## src/rtl/ads_emu.sv

```systemverilog
// ads_emu: behavioural stand-in for a 4-line, 8-channel SAR ADC.
// A convst rising edge runs a fixed-length conversion, latching eight samples
// tagged with their channel number and a 13-bit frame counter. A frame-sync
// falling edge then shifts two 16-bit samples out of each of the four SDO lines.
module ads_emu #(
  parameter int CONV_CYCLES = 55,
  parameter int FRAME_BITS  = 32
) (
  input  logic       sys_clk,
  input  logic       sys_rst,
  input  logic       ad_reset,
  input  logic       ad_convst,
  input  logic       ad_fs_n,
  input  logic       ad_sclk,
  input  logic       ad_sdi,
  output logic       ad_busy,
  output logic [3:0] ad_sdo,
  output logic       frame_done,
  output logic       overrun
);

  typedef enum logic [1:0] {IDLE, CONV, READY, SHIFT} state_t;

  state_t      state, state_nxt;
  logic        rst;
  logic        convst_d, fs_n_d, sclk_d;
  logic        convst_rise, fs_fall, fs_rise, sclk_fall;
  logic [7:0]  conv_cnt, conv_cnt_nxt;
  logic [7:0]  bit_cnt;
  logic [12:0] frame_cnt;
  logic [12:0] latched_cnt;
  logic        latched_valid;
  logic [31:0] shreg [4];
  logic        do_latch, do_load, do_shift;
  logic        done_nxt, ovr_nxt;
  logic        sdi_unused;

  // The controller's config pin has no effect on this model.
  assign sdi_unused = ad_sdi;

  // The controller's reset pin behaves exactly like the system reset.
  assign rst = sys_rst | ad_reset;

  assign convst_rise = ad_convst & ~convst_d;
  assign fs_fall     = ~ad_fs_n & fs_n_d;
  assign fs_rise     = ad_fs_n & ~fs_n_d;
  assign sclk_fall   = ~ad_sclk & sclk_d;

  // Edge-detect history; it follows the pins during reset too, so releasing reset never creates an edge.
  always_ff @(posedge sys_clk) begin
    convst_d <= ad_convst;
    fs_n_d   <= ad_fs_n;
    sclk_d   <= ad_sclk;
  end

  // Next-state and control decode; convst beats frame sync when both arrive together.
  always_comb begin
    state_nxt    = state;
    conv_cnt_nxt = conv_cnt;
    do_latch     = 1'b0;
    do_load      = 1'b0;
    do_shift     = 1'b0;
    done_nxt     = 1'b0;
    ovr_nxt      = 1'b0;
    case (state)
      IDLE, READY: begin
        if (convst_rise) begin
          state_nxt    = CONV;
          conv_cnt_nxt = 8'd0;
        end else if (fs_fall) begin
          state_nxt = SHIFT;
          do_load   = 1'b1;
        end
      end
      CONV: begin
        if (convst_rise) ovr_nxt = 1'b1;
        if (conv_cnt == 8'(CONV_CYCLES - 1)) begin
          state_nxt = READY;
          do_latch  = 1'b1;
        end else begin
          conv_cnt_nxt = conv_cnt + 8'd1;
        end
      end
      SHIFT: begin
        if (convst_rise) ovr_nxt = 1'b1;
        if (fs_rise) begin
          state_nxt = IDLE;
        end else if (sclk_fall && !ad_fs_n) begin
          do_shift = 1'b1;
          if (bit_cnt == 8'(FRAME_BITS - 1)) begin
            state_nxt = IDLE;
            done_nxt  = 1'b1;
          end
        end
      end
      default: state_nxt = IDLE;
    endcase
  end

  // State register, conversion timer and the two single-cycle status pulses.
  always_ff @(posedge sys_clk) begin
    if (rst) begin
      state      <= IDLE;
      conv_cnt   <= 8'd0;
      frame_done <= 1'b0;
      overrun    <= 1'b0;
    end else begin
      state      <= state_nxt;
      conv_cnt   <= conv_cnt_nxt;
      frame_done <= done_nxt;
      overrun    <= ovr_nxt;
    end
  end

  // Sample latch, frame counter and the four per-line output shift registers.
  always_ff @(posedge sys_clk) begin
    if (rst) begin
      frame_cnt     <= 13'd0;
      latched_cnt   <= 13'd0;
      latched_valid <= 1'b0;
      bit_cnt       <= 8'd0;
      for (int l = 0; l < 4; l++) shreg[l] <= 32'd0;
    end else begin
      if (do_latch) begin
        latched_cnt   <= frame_cnt;
        latched_valid <= 1'b1;
        frame_cnt     <= frame_cnt + 13'd1;
      end
      if (do_load) begin
        bit_cnt <= 8'd0;
        for (int l = 0; l < 4; l++) begin
          if (latched_valid)
            shreg[l] <= {3'(2 * l), latched_cnt, 3'(2 * l + 1), latched_cnt};
          else
            shreg[l] <= 32'd0;
        end
      end else if (do_shift) begin
        bit_cnt <= bit_cnt + 8'd1;
        for (int l = 0; l < 4; l++) shreg[l] <= {shreg[l][30:0], 1'b0};
      end
    end
  end

  // Serial lines carry the MSB of each shift register only while a frame is active.
  always_comb begin
    ad_sdo = 4'd0;
    if (state == SHIFT) begin
      for (int l = 0; l < 4; l++) ad_sdo[l] = shreg[l][31];
    end
  end

  assign ad_busy = (state == CONV);

endmodule

```

## config.mk

```make
export PLATFORM = sky130hd
export DESIGN_NAME = ads_emu
export DESIGN_NICKNAME = d
export VERILOG_FILES = /design/src/rtl/ads_emu.sv
export SDC_FILE = /design/constraint.sdc
export NUM_CORES = 1
export LEC_CHECK = 0
export CORE_ASPECT_RATIO = 0.5
export CORE_MARGIN = 5
export CORE_UTILIZATION = 60
export CTS_CLUSTER_SIZE = 14
export DETAILED_ROUTE_END_ITERATION = 12
export GPL_TIMING_DRIVEN = 0
export PLACE_DENSITY = 0.76
export SLEW_MARGIN = 25
export SYNTH_ARGS = -nofsm -noshare
export SYNTH_HDL_FRONTEND = slang
export SYNTH_SLANG_ARGS = --single-unit
```

## constraint.sdc

```tcl
create_clock -name sys_clk -period 2.85 [get_ports sys_clk]
set_input_delay 0.285 -clock sys_clk [delete_from_list [all_inputs] [get_ports sys_clk]]
set_output_delay 0.285 -clock sys_clk [all_outputs]
set_load 0.01 [all_outputs]
```

==> summary.txt <==
Outcome - complete, no violations
H-Tree Depth - 4
Area grow syn2layout - 13.51%
Yosys top cell by area - edfxtp_1
Kind of start point of the critical path - primary input
Rows - 28
Least-Margin Pin Slew - 0.6982 ns
Post-Synthesis Cell Area - 0.007111 mm²
Port Buffers - 12
Post-synth EDFFs - 123
Metal3 WL - 944 µm
Post-synth cell types - 42
Hold Crit Class - primary input to flip-flop
DRT iter0 DRCs - 495
Reg area - 0.004795 mm²
Core area - 0.01170 mm²
Ys flop type - edfxtp_1
Nets - 697
Pwr dens - 670.1 mW/mm²
VDD IR max - 426.2 µV
Final setup margin - 0.09032 ns
Synth warnings - 0
Comb power frac - 2.0%
Post-synth top area share - 51.94%
Worst Hold End - sclk_d
Die Wd - 164.0 µm
Post-CTS setup buffers - 0
Final hold violation count - 0
Post-DP HPWL - 9.093 mm
Top-count cell post-synth - nand2_1
Leakage - 3.470 nW
Vias in the first global route - 4777
TritonCTS clock tree - yes
Pre-CTS WS - -0.5111 ns
RSZ-0062 raised after global routing - true
Seq cells post-synth - 178
Final weighted congestion in routability-driven placement - 0.8267
Footprint of the multi-input gates - 0.002146 mm²
Die Y - 86.98 µm
Clk sinks - 178
Wirelength per Cell - 17.20 µm
Total CTS buffers - 17
Rel. slew slack - 53.45%
Setup crit end kind - flip-flop
Via density - 5.653
Antenna diodes - 0
Reg clk slew, reported paths - 0.07 ns
Crit-path max FO - 32
Switching share of power - 20.87%
Syn Area/Cell - 10.86 µm²
Register area share after synthesis - 67.43%
Post-route setup TNS - 0 ns
FILL cells - 846
Worst reg2reg path endpoint - shreg[1][2]
WP data arrival - 2.82 ns
Kind of critical path - primary input to flip-flop
Clock power share - 45.0%
CTS root buf - clkbuf_16
Pwr Total - 5.409 mW
DR top layer - met4
Max-Cap Viols - 0
GR Util All Layers - 22.18%
Remaining DRCs - 0
R2R Setup Slk - 0.15 ns
Largest net degree at the start of global routing - 33
Wire length of the first global-routing pass - 24.25 mm
# hold bufs at CTS - 0
Hold Path Depth - 1
Wire length on met2 - 6.838 mm
Clock period minus worst slack - 2.760 ns
Area of the die - 0.01426 mm²
Drt pass-1 iters - 5
Synth top area cells - edfxtp_1, dfxtp_1, nand2_1
Vias post-DR - 4884
DRT antenna net count - 0
Switching pwr - 1.129 mW
Fmax - 362.4 MHz
Clock Path Buffers - 2
Syn Inst Count - 655
Final setup violation count - 0
M1 WL - 6.830 mm
Int Power - 4.280 mW
Grt total ovfl - 0
Later-pin clock latency in the skew report - 0.43 ns
Net count after synthesis - 666
Starting density of the core - 60.77%
Final WL - 14.86 mm
Worst Path Required - 2.91 ns
Max Slew Vio Count - 0
Synth cell count leaders - nand2_1, edfxtp_1, dfxtp_1
Share of cells above drive strength 1 - 6.581%
Async set-reset flop share out of synthesis - 0%
Initial antenna violation count - 0
R2R depth - 5
Fin crit share - 96.83%
Seq pwr share - 53.0%
Fin util - 68.98%
Worst reg2reg path startpoint - sclk_d
HP Start - ad_sclk
Setup Skew - 0.01085 ns
Io pins - 14
-- layer usage --
metal  vias to the layer above  track usage, %
met5                         -               0
met4                         0           7.686
met3                        25           4.681
met2                       153           35.16
met1                      2400           30.94
li1                       2306               -
-- registers in the layout, summed over array words and instances, names as in the netlist --
name	count
convst_d	1
frame_cnt	13
state	2
latched_valid	1
sclk_d	1
shreg	128
latched_cnt	13
bit_cnt	8
overrun	1
conv_cnt	8
fs_n_d	1
frame_done	1
-- placed cells by master (no fill, tap or decap), types with 7 or more instances in the layout --
master / n
inv_1: 14
nand3_1: 24
mux2i_1: 15
or4_1: 9
and3_1: 9
o21ai_0: 7
a21oi_1: 16
and2_1: 11
nand2_1: 235
clkbuf_1: 25
clkbuf_16: 17
xnor2_1: 11
nor2_1: 34
edfxtp_1: 123
dfxtp_1: 55
clkdlybuf4s50_1: 12
-- power by group through the flow --
stage          Clock, mW  Combinational [mW]  Sequential (mW)
6_report            2.43               0.109             2.87
5_1_grt             2.56               0.120             2.87
4_1_cts             2.44               0.108             2.87
3_5_place_dp           0               0.106             2.92
3_3_place_gp           0               0.103             2.92
2_1_floorplan          0              0.0686             2.91
-- metrics by stage --
step           std cells  instance area (µm²)  hold slack (ns)
3_3_place_gp         832                 7437           0.4329
4_1_cts              864                 8060           0.3234
5_1_grt              864                 8071           0.3382
6_report             864                 8071           0.3242
3_5_place_dp         832                 7437           0.4416
2_1_floorplan        655                 7111           0.3127
-- repair_timing --
action	in CTS	in global routing
gates cloned	0	0
gates resized for setup	1	3
pin swaps	0	0
setup endpoints to repair	39	123
-- cell families after synthesis --
family / Yosys count / share of synthesized area [%]
buffers and inverters: 48 / 2.604
multiplexers: 15 / 2.112
AO/OA/AOI/OAI: 40 / 3.484
AND/OR/NAND/NOR: 354 / 21.70
XOR/XNOR: 16 / 1.971
flip-flops: 178 / 67.43
adder cells (fa/ha/maj): 4 / 0.7039
-- worst max-delay path by stage --
stage             from      endpoint  slack (ns)  depth (start not counted)
3_3_place_gp   ad_fs_n  shreg[1][25]       -0.72                          6
5_1_grt        ad_fs_n  shreg[1][31]        -0.1                          6
6_report       ad_fs_n   shreg[1][2]        0.09                          6
2_1_floorplan  ad_sclk   shreg[1][0]        0.40                          5
3_5_place_dp   ad_fs_n   shreg[3][2]       -0.51                          7
4_1_cts        ad_fs_n  shreg[1][30]        0.04                          6
-- layout make-up --
type                       count  area share (%)
buffer                        29           1.411
clock buffer                  18           5.441
clock inverter                14           2.201
inverter                      19          0.9146
multi-input combinational    429           26.59
sequential                   178           59.40
tap                          165           2.558
timing repair buffer          12           1.488
-- critical path, cell delays in order --
cell and delay [ns]:
clkdlybuf4s50_1 0.47, or3b_2 0.52, clkbuf_1 0.25, nor2_1 0.46, nor2_2 0.25, inv_2 0.56
No activity file was read; power rests on OpenSTA's default activity.
